--- src/rtl/radio_pkg.sv ---
// Shared constants and state encodings for the radio link controller.
// Holds the frame defaults, the controller state set and the receive-parser phases.
package radio_pkg;

   localparam int unsigned DefMaxLen = 16;
   localparam logic [7:0]  DefSync   = 8'hA5;

   typedef logic [3:0] state_t;

   localparam state_t StIdle     = 4'd0;
   localparam state_t StLoad     = 4'd1;
   localparam state_t StTxIssue  = 4'd2;
   localparam state_t StTxWaitHi = 4'd3;
   localparam state_t StTxWaitLo = 4'd4;
   localparam state_t StRxIssue  = 4'd5;
   localparam state_t StRxWaitHi = 4'd6;
   localparam state_t StRxWaitLo = 4'd7;
   localparam state_t StRxEval   = 4'd8;

   typedef logic [1:0] rx_phase_t;

   localparam rx_phase_t PhHunt    = 2'd0;
   localparam rx_phase_t PhLen     = 2'd1;
   localparam rx_phase_t PhPayload = 2'd2;
   localparam rx_phase_t PhChk     = 2'd3;

endpackage

--- src/rtl/radio_frame_buf.sv ---
// Payload store for one outgoing packet: DEPTH x 8, synchronous write, combinational read.
// Contents are deliberately not reset.
module radio_frame_buf #(
   parameter int unsigned DEPTH = 16
) (
   input  logic       clk,
   input  logic       wr_en,
   input  logic [7:0] wr_addr,
   input  logic [7:0] wr_data,
   input  logic [7:0] rd_addr,
   output logic [7:0] rd_data
);

   localparam int unsigned AW     = (DEPTH > 1) ? $clog2(DEPTH) : 1;
   localparam logic [7:0]  DepthB = 8'(DEPTH);

   logic [7:0] mem [DEPTH];

   always_ff @(posedge clk) begin
      if (wr_en && (wr_addr < DepthB)) begin
         mem[wr_addr[AW-1:0]] <= wr_data;
      end
   end

   // Out-of-range reads return zero instead of an undefined entry.
   always_comb begin
      rd_data = 8'h00;
      if (rd_addr < DepthB) begin
         rd_data = mem[rd_addr[AW-1:0]];
      end
   end

endmodule

--- src/rtl/radio_link_ctrl.sv ---
// Half-duplex radio link controller: frames host bytes as SYNC/LEN/payload/CHK for the
// radio, and parses received bytes back into payload pulses with checksum status.
module radio_link_ctrl
   import radio_pkg::*;
#(
   parameter int unsigned MAX_LEN = DefMaxLen,
   parameter logic [7:0]  SYNC    = DefSync
) (
   input  logic       clk,
   input  logic       rst,
   input  logic       in_valid,
   output logic       in_ready,
   input  logic [7:0] in_data,
   input  logic       in_last,
   output logic       tx_done,
   output logic       tx_trunc,
   input  logic       rx_listen,
   output logic       out_valid,
   output logic [7:0] out_data,
   output logic       out_last,
   output logic       pkt_ok,
   output logic       pkt_err,
   output logic       radio_send,
   output logic       radio_receive,
   output logic [7:0] radio_tx_data,
   input  logic       radio_busy,
   input  logic [7:0] radio_rx_data
);

   localparam logic [7:0] MaxIdx = 8'(MAX_LEN - 1);
   localparam logic [7:0] MaxLenB = 8'(MAX_LEN);

   state_t     state_q, state_d;
   logic [7:0] cnt_q, cnt_d;
   logic [7:0] len_q, len_d;
   logic [7:0] chk_q, chk_d;
   logic [8:0] idx_q, idx_d;
   logic [7:0] rx_byte_q, rx_byte_d;
   rx_phase_t  rx_phase_q, rx_phase_d;
   logic [7:0] rx_len_q, rx_len_d;
   logic [7:0] rx_cnt_q, rx_cnt_d;
   logic [7:0] rx_xor_q, rx_xor_d;

   logic       load_acc;
   logic [7:0] buf_rd_data;
   logic [7:0] frame_byte;
   logic       last_byte;
   logic       tx_active;

   assign load_acc = (state_q == StLoad) && in_valid;

   radio_frame_buf #(
      .DEPTH(MAX_LEN)
   ) u_frame_buf (
      .clk    (clk),
      .wr_en  (load_acc),
      .wr_addr(cnt_q),
      .wr_data(in_data),
      .rd_addr(idx_q[7:0] - 8'd2),
      .rd_data(buf_rd_data)
   );

   // Frame index 0 is SYNC, 1 is LEN, 2..LEN+1 payload, LEN+2 the check byte.
   always_comb begin
      frame_byte = chk_q ^ len_q;
      if (idx_q == 9'd0) begin
         frame_byte = SYNC;
      end else if (idx_q == 9'd1) begin
         frame_byte = len_q;
      end else if (idx_q <= ({1'b0, len_q} + 9'd1)) begin
         frame_byte = buf_rd_data;
      end
   end

   assign last_byte     = (idx_q == ({1'b0, len_q} + 9'd2));
   assign tx_active     = (state_q == StTxIssue) || (state_q == StTxWaitHi) ||
                          (state_q == StTxWaitLo);
   assign radio_tx_data = tx_active ? frame_byte : 8'h00;
   assign in_ready      = (state_q == StLoad);
   assign out_data      = out_valid ? rx_byte_q : 8'h00;

   always_comb begin
      state_d       = state_q;
      cnt_d         = cnt_q;
      len_d         = len_q;
      chk_d         = chk_q;
      idx_d         = idx_q;
      rx_byte_d     = rx_byte_q;
      rx_phase_d    = rx_phase_q;
      rx_len_d      = rx_len_q;
      rx_cnt_d      = rx_cnt_q;
      rx_xor_d      = rx_xor_q;
      tx_done       = 1'b0;
      tx_trunc      = 1'b0;
      out_valid     = 1'b0;
      out_last      = 1'b0;
      pkt_ok        = 1'b0;
      pkt_err       = 1'b0;
      radio_send    = 1'b0;
      radio_receive = 1'b0;

      unique case (state_q)
         StIdle: begin
            cnt_d      = 8'd0;
            chk_d      = 8'd0;
            idx_d      = 9'd0;
            rx_phase_d = PhHunt;
            if (in_valid) begin
               state_d = StLoad;
            end else if (rx_listen) begin
               state_d = StRxIssue;
            end
         end
         StLoad: begin
            if (in_valid) begin
               cnt_d = cnt_q + 8'd1;
               chk_d = chk_q ^ in_data;
               if (in_last || (cnt_q == MaxIdx)) begin
                  len_d    = cnt_q + 8'd1;
                  tx_trunc = !in_last;
                  state_d  = StTxIssue;
               end
            end
         end
         StTxIssue: begin
            if (!radio_busy) begin
               radio_send = 1'b1;
               state_d    = StTxWaitHi;
            end
         end
         StTxWaitHi: begin
            if (radio_busy) state_d = StTxWaitLo;
         end
         StTxWaitLo: begin
            if (!radio_busy) begin
               if (last_byte) begin
                  tx_done = 1'b1;
                  state_d = StIdle;
               end else begin
                  idx_d   = idx_q + 9'd1;
                  state_d = StTxIssue;
               end
            end
         end
         StRxIssue: begin
            if (!radio_busy) begin
               radio_receive = 1'b1;
               state_d       = StRxWaitHi;
            end
         end
         StRxWaitHi: begin
            if (radio_busy) state_d = StRxWaitLo;
         end
         StRxWaitLo: begin
            if (!radio_busy) begin
               rx_byte_d = radio_rx_data;
               state_d   = StRxEval;
            end
         end
         StRxEval: begin
            unique case (rx_phase_q)
               PhHunt: begin
                  if (rx_byte_q == SYNC) rx_phase_d = PhLen;
               end
               PhLen: begin
                  if ((rx_byte_q == 8'd0) || (rx_byte_q > MaxLenB)) begin
                     pkt_err    = 1'b1;
                     rx_phase_d = PhHunt;
                  end else begin
                     rx_len_d   = rx_byte_q;
                     rx_cnt_d   = 8'd0;
                     rx_xor_d   = 8'd0;
                     rx_phase_d = PhPayload;
                  end
               end
               PhPayload: begin
                  // Received check byte covers the payload bytes only.
                  out_valid = 1'b1;
                  rx_xor_d  = rx_xor_q ^ rx_byte_q;
                  rx_cnt_d  = rx_cnt_q + 8'd1;
                  if (rx_cnt_q == (rx_len_q - 8'd1)) begin
                     out_last   = 1'b1;
                     rx_phase_d = PhChk;
                  end
               end
               PhChk: begin
                  pkt_ok     = (rx_byte_q == rx_xor_q);
                  pkt_err    = (rx_byte_q != rx_xor_q);
                  rx_phase_d = PhHunt;
               end
               default: rx_phase_d = PhHunt;
            endcase
            if (rx_listen) begin
               state_d = StRxIssue;
            end else begin
               state_d    = StIdle;
               rx_phase_d = PhHunt;
            end
         end
         default: state_d = StIdle;
      endcase
   end

   always_ff @(posedge clk or posedge rst) begin
      if (rst) begin
         state_q    <= StIdle;
         cnt_q      <= 8'd0;
         len_q      <= 8'd0;
         chk_q      <= 8'd0;
         idx_q      <= 9'd0;
         rx_byte_q  <= 8'd0;
         rx_phase_q <= PhHunt;
         rx_len_q   <= 8'd0;
         rx_cnt_q   <= 8'd0;
         rx_xor_q   <= 8'd0;
      end else begin
         state_q    <= state_d;
         cnt_q      <= cnt_d;
         len_q      <= len_d;
         chk_q      <= chk_d;
         idx_q      <= idx_d;
         rx_byte_q  <= rx_byte_d;
         rx_phase_q <= rx_phase_d;
         rx_len_q   <= rx_len_d;
         rx_cnt_q   <= rx_cnt_d;
         rx_xor_q   <= rx_xor_d;
      end
   end

endmodule

--- config.mk ---
export PLATFORM = sky130hd
export DESIGN_NAME = radio_link_ctrl
export DESIGN_NICKNAME = d
export VERILOG_FILES = /design/src/rtl/radio_pkg.sv /design/src/rtl/radio_frame_buf.sv /design/src/rtl/radio_link_ctrl.sv
export SDC_FILE = /design/constraint.sdc
export NUM_CORES = 1
export LEC_CHECK = 0
export ABC_CLOCK_PERIOD_IN_PS = 3250
export BUFFER_PORTS_ARGS = -buffer_cell sky130_fd_sc_hd__clkbuf_2
export CORE_MARGIN = 2
export CORE_UTILIZATION = 56
export DETAILED_ROUTE_END_ITERATION = 8
export PLACE_DENSITY = 0.84
export SKIP_CTS_REPAIR_TIMING = 1
export SLEW_MARGIN = 20
export SYNTH_ARGS = -nofsm -noshare
export SYNTH_HDL_FRONTEND = slang
export SYNTH_SLANG_ARGS = --single-unit
export TNS_END_PERCENT = 30
--- constraint.sdc ---
create_clock -name clk -period 3.25 [get_ports clk]
set_input_delay 0.975 -clock clk [delete_from_list [all_inputs] [get_ports clk]]
set_output_delay 0.975 -clock clk [all_outputs]
set_load 0.005 [all_outputs]
**Word-level counts from Yosys, hierarchy flattened**

Memories as Yosys holds them, arrays and structs flattened.
Cells that the tools add are included.

- Register bits: 71
- Bits in writable memories: 128
- Input bits: 22
- Output and inout bits: 25
- Logic and storage cells: 137
- Memories: 1

- Add/subtract/negate cells: 7
- Magnitude comparators: 4
- Eq/ne operators: 31
- Mux-type cells: 56
- Bitwise gates (word level): 5
- Reductions and logical operators: 23

Memory list:

| name | depth | bits a word | read ports | clocked after Yosys merged registers in | wr ports | line | source |
|---|---|---|---|---|---|---|---|
| u_frame_buf.mem | 16 | 8 | 1 | 0 | 1 | radio_frame_buf.sv:17 | `logic [7:0] mem [DEPTH];` |

Operators with widths:

| kind | count |
|---|---|
| $mux 8 | 9 |
| $pmux 8 s2 | 4 |
| $mux 4 | 10 |
| $pmux 4 s9 | 1 |
| $xor 8x8->8 | 3 |
| $mux 1 | 20 |
| $mux 9 | 2 |
| $ne 2x2->1 const B | 9 |
| $pmux 9 s2 | 1 |
| $add 8x1->8 const B | 2 |
| $eq 4x3->1 const B | 4 |
| $eq 8x8->1 | 2 |
| $lt 8x5->1 const B | 2 |
| $reduce_and 3->1 | 5 |
| $mux 2 | 5 |
| $add 8x1->9 const B | 1 |
| $add 8x2->9 const B | 1 |
| $add 9x1->9 const B | 1 |
| $eq 9x1->1 const B | 1 |
| $eq 9x9->1 | 1 |
| $le 9x9->1 | 1 |
| $logic_not 9->1 | 1 |
| $reduce_and 9->1 | 1 |
| $eq 4x2->1 const B | 2 |
| other kinds (26) | 37 |

**Longest topological paths before layout**

Gate-level depths: netlist of run 1.

- Depth after elaboration: 7
- Gate-level depth with buffers: 11
- Gate-level depth less buffers: 11

**Cells and area by module**

A second synthesis of run 1 with hierarchy kept.

- Cell total of the unflattened synthesis: 804
- Area, all modules: 9917.0 sq um

By module, submodules not included:

| module | instances | cells each | area each (sq um) | sequential area each (sq um) |
|---|---|---|---|---|
| radio_frame_buf | 1 | 249 | 5062.4 | 3843.7 |
| radio_link_ctrl | 1 | 555 | 4854.7 | 1776.7 |

**Worst setup path after synthesis of run 1**

Ideal clock, no wire load.

- Kind: reg2out
- From: register idx_q[0]
- To: output radio_tx_data[1]
- Arrival time: 2537 ps
- Data required time: 2275 ps
- Setup slack: -262 ps
- Stages on the path, launching flop included: 12
- Path buffers: 3
- Cell sequence: dfrtp_1 -> buf_2 -> buf_4 -> buf_2 -> inv_1 -> ha_1 -> nor2b_1 -> o31ai_1 -> a221o_1 -> a21oi_1 -> o21ai_0 -> a31oi_1

- Longest elaborated chain between the ends: 7
- Elaborated cells between the ends (all ways): 11
- Those cells by class: add/sub: 1; order compare: 2; eq/ne: 1; mux: 5; reduce/logical: 1; memory: 1

Ends and longest elaborated chain:

| what | line | source |
|---|---|---|
| start, declared | radio_link_ctrl.sv:37 | `logic [8:0] idx_q, idx_d;` |
| start signal, assigned | radio_link_ctrl.sv:221 | `idx_q <= idx_d;` |
| $sub 8x2->8 | radio_link_ctrl.sv:59 | `.rd_addr(idx_q[7:0] - 8'd2),` |
| $lt 8x5->1 / $mem_v2 16x8 (equally long branches) | n/a |  |
| $mux 8 | radio_frame_buf.sv:28 | `if (rd_addr < DepthB) begin` |
| $mux 8 | radio_link_ctrl.sv:70 | `end else if (idx_q <= ({1'b0, len_q} + 9'd1)) begin` |
| $mux 8 | radio_link_ctrl.sv:68 | `end else if (idx_q == 9'd1) begin` |
| $mux 8 (*) | radio_link_ctrl.sv:66 | `if (idx_q == 9'd0) begin` |
| $mux 8 (*) | radio_link_ctrl.sv:78 | `assign radio_tx_data = tx_active ? frame_byte : 8'h00;` |
| end, declared | radio_link_ctrl.sv:25 | `output logic [7:0] radio_tx_data,` |

Mark *: on every way between the ends. The rest lies on a longest branch, timed or not.

**Worst setup path after layout of run 1**

- From: register len_q[1]
- To: output radio_tx_data[6]

- Longest elaborated chain between the ends: 6

Ends and longest elaborated chain:

| what | line | source |
|---|---|---|
| start, declared | radio_link_ctrl.sv:35 | `logic [7:0] len_q, len_d;` |
| start signal, assigned | radio_link_ctrl.sv:219 | `len_q <= len_d;` |
| $add 8x1->9 | radio_link_ctrl.sv:70 |  |
| $le 9x9->1 | radio_link_ctrl.sv:70 |  |
| $mux 8 | radio_link_ctrl.sv:70 |  |
| $mux 8 | radio_link_ctrl.sv:68 |  |
| $mux 8 | radio_link_ctrl.sv:66 |  |
| $mux 8 | radio_link_ctrl.sv:78 |  |

Every way passes these cells.

==> metrics.md, run 1 <==
| Metric | Value |
|---|---|
| Status | finished, violations left |
| Failing checks | negative setup slack |
| # setup viols final | 10 |
| Pin count of the biggest net entering global routing | 32 |
| CORE AREA | 0.0172 mm2 |
| Port bufs | 46 |
| Synthesized instance count | just under 800 |
| Yosys warns | 0 |
| Worst Skew | approximately 4.5 ps |
| Slew Limit Headroom | between 40% and 50% |
| Crit path DAT | ~3000 ps |
| Core Rows | 48 |
| Max Clk Rate | 252 MHz |
| Total track usage | between 20% and 30% |
| Synth Flop Type | edfxtp_1 |
| Ports | 47 |
| Register area share after synthesis | 57.4% |
| Max-cap violations | 0 |
| Number of global-route vias before repair | between 6k and 7k |
| Number of synthesized flops with an enable pin | 128 |
| Hold path endpoint | rx_xor_q[6] |
| Number of synthesized register bits | 199 |
| Die width | 136 um |
| Fin crit share | 122% |
| Top cells by area, synth | edfxtp_1 (39%), dfrtp_1 (18%), mux4_2 (7.6%) |
| Root buffer cell | clkbuf_16 |
| CTS Buf Count | 17 |
| HP Start | rx_xor_q[6] |
| Die area | 0.0186 mm2 |
| Clk sink count | 199 |
| Peak fanout along the critical path | 8 |
| DR iter-0 viols | 698 |
| Synth Net Count | 840 |
| GP Congestion | 0.890 |
| Final Core Density | approximately two thirds |
| Final hold vios | 0 |
| Ant. Diodes | 0 |
| Async SR Flop Fraction | 35.7% |
| Routing usage on met1 | around a third |
| H-tree depth reported by CTS | 4 |
| Crit. End Element | primary output |
| Worst path most repeated cell | ha_2 |
| Hold WS | 496 ps |
| Unrepaired setup endpoints after global routing | yes |
| Reg-to-Reg Start | len_q[1] |
| Slack of the critical path | -712 ps |
| Slowest CP cell | dfrtp_1 |
| Slew Limit Fails | 0 |
| R2R cell count | 9 |
| Worst hold path class | flip-flop to flip-flop |
| Clk pin slew, worst setup/hold paths | 70 ps |
| GR Layer Usage met3 | just under 5% |
| Antenna-violating nets left | 0 |
| Synth top cells by count | edfxtp_1 (128), nand2_1 (87), dfrtp_1 (71) |
| Leakage power figure | 0.00435 uW |
| First-pass GRT wire length | 35,700 um |
| Area delta synth->final | 15.8% |
| Drt drc | 0 |
| Synthesized area | ~0.01 mm2 |
| Drt pass-1 iters | 5 |
| NumNets Final | 932 |
| GR Util met2 | 41.9% |
| Reg2reg setup slack | 520 ps |
| Initial Utilization | a little under three fifths |
| Actual slew at the worst max-slew pin | 751 ps |
| Average via count per standard cell | a little over 6 |
| Worst hold stages | 1 |
| Placed wire-length estimate | 15,300 um |
| CTS tree | done |
| Drt wl/cell | 19.9 um |
| Minimum clock period | 3960 ps |
| Worst-Skew Late Latency | 440 ps |
| Share of cells above drive strength 1 | 24.1% |
| Most frequent cell after synthesis | edfxtp_1 |
| Mean Syn Cell Area | 12.3 um2 |
| Critical Path RT | 2270 ps |
| Total wire length | 22,500 um |
| Pwr dens | roughly 740 mW/mm2 |
| Synth cell types | 59 |
| Max incr delay on CP | 450 ps |
| CTS max path bufs | 2 |
| Biggest area consumer among synthesized cells | edfxtp_1 |
| Die H | 136 um |
| Startpoint types | flip-flop |
| Worst vdd ir | 456 uV |
| DR vias | 6,884 |
| Grt total ovfl | 0 |
| R2R Path End | idx_q[6] |
| Crit path cell chain | ha_2 -> and3_4 -> nand2_4 -> xor2_2 -> ha_2 -> o21ai_1 -> a221o_1 -> a21oi_4 -> o21ai_0 -> a31oi_1 -> clkbuf_2 |
| Share of the synthesized area in the top cell type | 39.3% |
| Gr busiest metal | met2 |
| Initial antenna violation count | 1 |
| Crit path kind | flip-flop to primary output |
flip-flops by register name, indices dropped and copies added (netlist names):
register and cells:
u_frame_buf.mem 128, idx_q 9, chk_q 8, cnt_q 8
len_q 8, rx_byte_q 8, rx_cnt_q 8, rx_len_q 8
rx_xor_q 8, state_q 4, rx_phase_q 2
cell usage in the layout, fill, tap and decap left out, types with 9 or more instances in the layout:
cell type / instances
edfxtp_1: 128
nand2_1: 86
dfrtp_1: 70
buf_4: 65
nor2_1: 62
clkbuf_2: 42
o21ai_0: 36
mux4_2: 33
xnor2_1: 31
nand3_1: 31
xor2_1: 24
a21oi_1: 22
ha_1: 19
inv_1: 18
clkbuf_16: 17
nor2b_1: 15
mux2_2: 15
a31oi_1: 14
nor3_1: 14
nor3b_1: 9
nand2b_1: 9
mux2i_1: 9
how the worst max path moves through the flow:
stage / start / depth (start not counted) / endpoint / slack [ps]
6_report: len_q[1] / 11 / radio_tx_data[6] / -710
5_1_grt: len_q[1] / 11 / radio_tx_data[4] / -880
4_1_cts: len_q[1] / 10 / radio_tx_data[2] / -800
3_5_place_dp: len_q[1] / 10 / radio_tx_data[2] / -320
3_3_place_gp: len_q[1] / 11 / radio_tx_data[1] / -210
2_1_floorplan: idx_q[1] / 9 / radio_tx_data[5] / -40
critical path: cells and delay by family (launching register included):
family | cells | cell delay (ps)
AO/OA/AOI/OAI | 5 | 990
XOR/XNOR | 1 | 140
adder cells (fa/ha/maj) | 2 | 570
buffers and inverters | 1 | 130
flip-flops | 1 | 450
AND/OR/NAND/NOR | 2 | 270
cell families after synthesis:
logic type / count (synthesis) / share of synthesized area, %
buffers and inverters: 62 / 2.62
xor gates and xnor gates: 56 / 5.01
muxes: 57 / 10.2
and+or+nand+nor: 282 / 14.0
AOI/OAI and AO/OA: 118 / 7.88
adders and majority gates: 22 / 2.81
DFF: 199 / 57.4
where the power goes:
group / internal [uW] / switching [uW]
registers: 2890 / 366
logic: 1440 / 1620
clock network: 1080 / 947
stage by stage:
stage / total power, uW / setup TNS (ps) / setup WS (ps) / std cells / area (um2)
finish: 8340 / -6440 / -712 / 1126 / 11300
global route: 8770 / -7910 / -875 / 1126 / 11300
CTS: 8250 / -7320 / -804 / 1124 / 11200
detailed placement: 6220 / -2280 / -320 / 1092 / 10700
global placement: 6170 / -1410 / -213 / 1092 / 10700
floorplan: 5210 / -124 / -38.4 / 796 / 9810
per-layer routing:
metal | vias up | wire, um
met5 | - | 12
met4 | 2 | 518
met3 | 42 | 1270
met2 | 277 | 11200
met1 | 3433 | 9460
li1 | 3130 | -
area by class of cell:
type,count,area (um2)
timing repair buffer,114,778
tap,225,282
clock inverter,14,138
fill,1198,5840
multi-input combinational,535,4010
sequential,199,5620
inverter,21,78.8
clock buffer,18,429
(Power assumes the default switching activity.)
==> inputs of run 2 (changes only) <==
Settings changed: ABC_AREA from default to 1, CTS_CLUSTER_SIZE from default to 20, PLACE_DENSITY 0.84 to 0.83.
==> run 2 against run 1 <==
Against the previous run: the flow still finishes with violations (negative setup slack); clock skew is 7.7 ps higher; clock-buffer cell count is 1 lower; fmax up 2.2%; first-iteration DRC count grew 11%; critical path type unchanged; critical endpoint is now radio_tx_data[7].
==> metrics.md, run 2 <==
| Metric | Value |
|---|---|
| Number of synthesized register bits | 199 |
| Fin crit share | 119% |
| Final hold vios | 0 |
| Drt wl/cell | 17.0 um |
| Yosys warns | 0 |
| CTS max path bufs | 2 |
| Pin count of the biggest net entering global routing | 70 |
| Most frequent cell after synthesis | nand2_1 |
| Total track usage | a little over a quarter |
| Initial Utilization | 57.5% |
| Actual slew at the worst max-slew pin | 576 ps |
| Crit path DAT | between 2000 and 3000 ps |
| Max-cap violations | 0 |
| Minimum clock period | 3880 ps |
| Leakage power figure | slightly above 0.005 uW |
| Share of the synthesized area in the top cell type | 36.8% |
| DR iter-0 viols | 777 |
| Bufs and invs on worst path | 3 |
| Register area share after synthesis | 53.9% |
| Total wire length | about 25,000 um |
| Ports | 47 |
| Biggest area consumer among synthesized cells | edfxtp_1 |
| Die H | 141 um |
| Die area | 0.0197 mm2 |
| CTS tree | done |
| Unrepaired setup endpoints after global routing | yes |
| Synthesized area | 0.0104 mm2 |
| First-pass GRT wire length | 40,900 um |
| CTS Buf Count | 17 |
| Average via count per standard cell | 5.65 |
| Number of synthesized flops with an enable pin | 128 |
| Synth top cells by count | nand2_1 (289), nand3_1 (153), edfxtp_1 (128) |
| Slew Limit Fails | 0 |
| Area delta synth->final | 14.4% |
| Register Area | 0.00563 mm2 |
| Final Core Density | about two thirds |
| H-tree depth reported by CTS | 4 |
| Compound-cell area share of the yosys netlist | 5.59% |
| Async SR Flop Fraction | a little over a third |
| Clk pin slew, worst setup/hold paths | around 70 ps |
| Grt total ovfl | 0 |
| Synthesized instance count | roughly 1.1k |
| Simple-Gate Fraction of Synth Area | 27.6% |
| Worst Skew | 12.2 ps |
| Number of global-route vias before repair | just over 8k |
| Startpoint types | flip-flop |
| Slack of the critical path | -628 ps |
| Antenna-violating nets left | 0 |
| Worst path most repeated cell | a21oi_2 |
| Failing checks | negative setup slack |
| Max incr delay on CP | 410 ps |
| Design area | 0.0119 mm2 |
| Slowest CP cell | dfrtp_2 |
| Mean Syn Cell Area | between 9 and 10 um2 |
| Commonest non-fill, non-tap cell in the layout | nand2_1 |
| Max reg flops | 128 |
| Worst hold path class | flip-flop to flip-flop |
| Drt drc | 0 |
| Place WS | -223 ps |
| Top cells by area, synth | edfxtp_1 (37%), dfrtp_1 (17%), nand2_1 (10%) |
| Synth Net Count | 1,184 |
| Pwr dens | 711 mW/mm2 |
| Clk sink count | 199 |
| # setup viols final | 8 |
| Status | finished, violations left |
| Port bufs | 46 |
| Max Clk Rate | approximately 260 MHz |
| Core Rows | 49 |
| Crit. End Element | primary output |
| Crit path cell chain | ha_4 -> nand2_4 -> nor2_4 -> nand2_2 -> and2_4 -> a21oi_2 -> ha_1 -> nand2_2 -> a21oi_2 -> nor2_2 -> nand3_4 -> buf_6 -> nand3_2 -> nand2_1 -> inv_1 -> nand2_1 -> a21oi_2 -> buf_2 |
| Fillers | 1,344 |
| NumNets Final | 1,267 |
| Root buffer cell | clkbuf_16 |
| Ant. Diodes | 0 |
| Placed Instance Area | 0.0112 mm2 |
| Largest family of logic cells by synthesized area | simple AND/OR/NAND/NOR gates |
| Die width | 141 um |
| Most frequent cells in the layout | nand2_1 (283), nand3_1 (150), edfxtp_1 (128), nor2_1 (94), inv_1 (80) |
| Synth cell types | 50 |
| Peak fanout along the critical path | 5 |
| CP delay by family, top | simple AND/OR/NAND/NOR gates |
| Worst-Skew Late Latency | around 450 ps |
| Worst vdd ir | 435 uV |
| DR vias | 8,274 |
| Post-synthesis mux area share | 0% |
| Slew Limit Headroom | 61.6% |
| Crit path kind | flip-flop to primary output |
| TNS Setup | -4250 ps |
| Synth Area in Adders | approximately 2.6% |
| Synth Flop Type | edfxtp_1 |
| CORE AREA | 0.0181 mm2 |
| Placed wire-length estimate | 17,300 um |
| GP Congestion | 0.986 |
| Share of cells above drive strength 1 | about a fifth |
| Drt pass-1 iters | 6 |
| Critical Path RT | 2270 ps |
| Xor-xnor portion of the synthesized cell area | 3.99% |
| Area of the multi-input gates | 0.00430 mm2 |
| Initial antenna violation count | 0 |
## run 2: metrics by stage
stage	hold slack (ps)	cells	power, uW
final	496	1465	8490
after global routing	531	1465	8990
after CTS	491	1461	8310
after detailed placement	479	1429	6150
after global placement	472	1429	6040
after floorplan	452	1140	5310
## run 2: kinds of logic after synthesis
| logic type | count (synthesis) |
|---|---|
| AOI/OAI and AO/OA | 103 |
| xor gates and xnor gates | 45 |
| adders and majority gates | 22 |
| buffers and inverters | 146 |
| DFF | 199 |
| and+or+nand+nor | 625 |
## run 2: where the power goes
group,internal [uW],switching [uW],leakage [uW]
clock network,1060,1090,0.000300
logic,1130,2030,0.00278
registers,2910,274,0.00210
## run 2: worst paths after layout
kind / to / slack (ps) / cells past startpoint / from
worst min-delay path: chk_q[1] / 500 / 1 / chk_q[1]
min in group asynchronous: state_q[1] / 590 / 3 / rst
max in group asynchronous: len_q[1] / 2240 / 3 / rst
worst min register to register: chk_q[1] / 500 / 1 / chk_q[1]
worst max-delay path: radio_tx_data[7] / -630 / 18 / len_q[1]
worst max register to register: u_frame_buf.mem[9][6] / 910 / 9 / state_q[2]
## run 2: area by class of cell
cell class,count,area share [%]
sequential,199,47.1
clock buffer,17,3.56
clock inverter,15,1.67
timing repair buffer,107,6.00
multi-input combinational,795,36.0
tap,229,2.40
inverter,103,3.27
## run 2: layer usage
layer	wire length, um	GRT usage, %
met1	10100	33.9
met2	12600	44.9
met3	1710	4.82
met4	496	8.74
met5	0	0
==> inputs of run 3 (changes only) <==
Settings changed: ABC_AREA 1 to default, PLACE_DENSITY 0.83 to 0.74, SKIP_CTS_REPAIR_TIMING 1 to default.
==> run 3 against run 2 <==
Against the previous run: the run still ends with negative setup slack left; die area shrank 6.0%; clock skew shrank 3.0 ps; register-to-register slack lost 170 ps; critical path depth shrank 7; final cell count shrank 23%; clock power shrank 2%; via count shrank 16%; fmax shrank 3.4%; power shrank 0.40%; setup slack lost 140 ps; sequential power grew 2%.
==> metrics.md, run 3 (same netlist as run 1, synthesis figures left out) <==
| Metric | Value |
|---|---|
| CTS max path bufs | 2 |
| Die area | 0.0186 mm2 |
| Register Area | 0.00562 mm2 |
| Ports | 47 |
| Die H | ~140 um |
| DR iter-0 viols | 630 |
| Commonest non-fill, non-tap cell in the layout | edfxtp_1 |
| Average via count per standard cell | 6.16 |
| Unrepaired setup endpoints after global routing | yes |
| Critical Path RT | 2270 ps |
| Final Core Density | 66.2% |
| Most frequent cells in the layout | edfxtp_1 (128), nand2_1 (86), dfrtp_1 (70), buf_4 (70), nor2_1 (63) |
| Area delta synth->final | 16.1% |
| Crit path DAT | roughly 3000 ps |
| Hold buffers post-CTS | 0 |
| Power, Total | 8450 uW |
| Pwr dens | about 740 mW/mm2 |
| CORE AREA | 0.0172 mm2 |
| H-tree depth reported by CTS | 4 |
| Ant. Diodes | 0 |
| Minimum clock period | 4010 ps |
| Crit. End Element | primary output |
| Max Clk Rate | 249 MHz |
| Slowest CP cell | dfrtp_1 |
| Worst hold path class | input pin to asynchronous set/reset pin |
| Clk pin slew, worst setup/hold paths | roughly 80 ps |
| Slew Limit Fails | 0 |
| Total track usage | 26.6% |
| Worst-Skew Late Latency | between 400 and 500 ps |
| Fin crit share | 124% |
| Grt total ovfl | 0 |
| Peak fanout along the critical path | 8 |
| Total wire length | 23,300 um |
| Max reg flops | 128 |
| Hold WS | ~460 ps |
| # setup viols final | 10 |
| Pin count of the biggest net entering global routing | between 40 and 50 |
| Worst path most repeated cell | ha_2 |
| Critical Path Start | len_q[1] |
| Clk sink count | around 200 |
| Worst Skew | 9.16 ps |
| Status | finished, violations left |
| Drt wl/cell | 20.6 um |
| Root buffer cell | clkbuf_16 |
| Slew Limit Headroom | roughly 47% |
| GP Congestion | 0.899 |
| Slack of the critical path | -765 ps |
| Initial antenna violation count | 0 |
| Failing checks | negative setup slack |
| Port bufs | 46 |
| Max incr delay on CP | 410 ps |
| Drt pass-1 iters | 5 |
| Drt drc | 0 |
| NumNets Final | 937 |
| Number of global-route vias before repair | 6,811 |
| Crit path cell chain | ha_2 -> and3_1 -> nand2_2 -> xor2_2 -> ha_2 -> o21ai_1 -> a221o_1 -> a21o_4 -> o2111ai_1 -> a31oi_1 -> buf_2 |
| Initial Utilization | 57.0% |
| Area of the multi-input gates | roughly 0.0040 mm2 |
| Leakage power figure | 0.00437 uW |
| TNS Setup | -6660 ps |
| Antenna-violating nets left | 0 |
| Fillers | 1,255 |
| Actual slew at the worst max-slew pin | 788 ps |
| Startpoint types | flip-flop |
| Fin cells | 1,130 |
| Worst vdd ir | between 500 and 600 uV |
| Reg-to-Reg Start | len_q[1] |
| Placed wire-length estimate | 15,900 um |
| CTS Buf Count | 17 |
| Share of cells above drive strength 1 | 24.4% |
| First-pass GRT wire length | 36,900 um |
| Core Rows | 48 |
| Post-placement cell count | between 1k and 1.5k |
| Die width | 136 um |
| Max-cap violations | 0 |
| DR vias | 6,963 |
| Final hold vios | 0 |
| CTS tree | done |
| Crit path kind | flip-flop to primary output |
-- run 3: cell types whose count changed in the layout (fill, tap and decap cells not counted), moves of 14 or more --
cell and delta:
nand2_1 -197, nand4_1 -17, nand3_1 -119, inv_1 -62, mux4_2 +33, a31oi_1 +14
mux2_2 +15, nor2b_1 +15, inv_2 -17, xnor2_1 +16, nor2_1 -31
-- run 3: what timing repair did --
item | 4_1_cts | 5_1_grt
buffers inserted | 3 | 0
pin swaps | 17 | 11
resized for setup | 9 | 10
endpoints found under the setup margin | 10 | 18
-- run 3: routing by layer --
metal  vias up  wire length [um]  GRT usage (%)
met5         -                 0              0
met4         0               509           10.1
met3        39              1310           3.91
met2       268             11500           43.0
met1      3527              9960           36.9
li1       3129                 -              -
-- run 3: final timing paths --
path / endpoint / cells after the start / slack, ps
setup / recovery: radio_tx_data[2] / 11 / -760
hold / removal: rx_phase_q[1] / 2 / 460
setup reg to reg: idx_q[4] / 9 / 740
hold reg to reg: rx_xor_q[4] / 1 / 500
max in group asynchronous: rx_byte_q[0] / 3 / 2210
min in group clk: rx_xor_q[4] / 1 / 500
-- run 3: power by group --
| group | switching, uW | internal, uW |
|---|---|---|
| registers | 349 | 2890 |
| clock network | 1010 | 1090 |
| logic | 1670 | 1440 |
-- run 3: per-stage QoR --
stage / instance area, um2 / setup slack (ps)
floorplan: 9810 / -38.4
global placement: 10700 / -185
detailed placement: 10700 / -416
CTS: 11400 / -756
global route: 11400 / -891
finish: 11400 / -765
-- run 3: cell type report --
type                            count  share of cell area (%)
Inverter                           21                   0.693
Clock inverter                     14                    1.36
Clock buffer                       17                    3.74
Sequential cell                   199                    49.4
Timing Repair Buffer              119                    7.17
Multi-Input combinational cell    535                    35.1
Tap cell                          225                    2.48
-- run 3: critical path, delay by kind of cell (launching register included) --
family	cells	cell delay [ps]
buffers and inverters	1	160
AND/OR/NAND/NOR	2	340
XOR/XNOR	1	170
AO/OA/AOI/OAI	5	980
flip-flops	1	410
adder cells (fa/ha/maj)	2	540
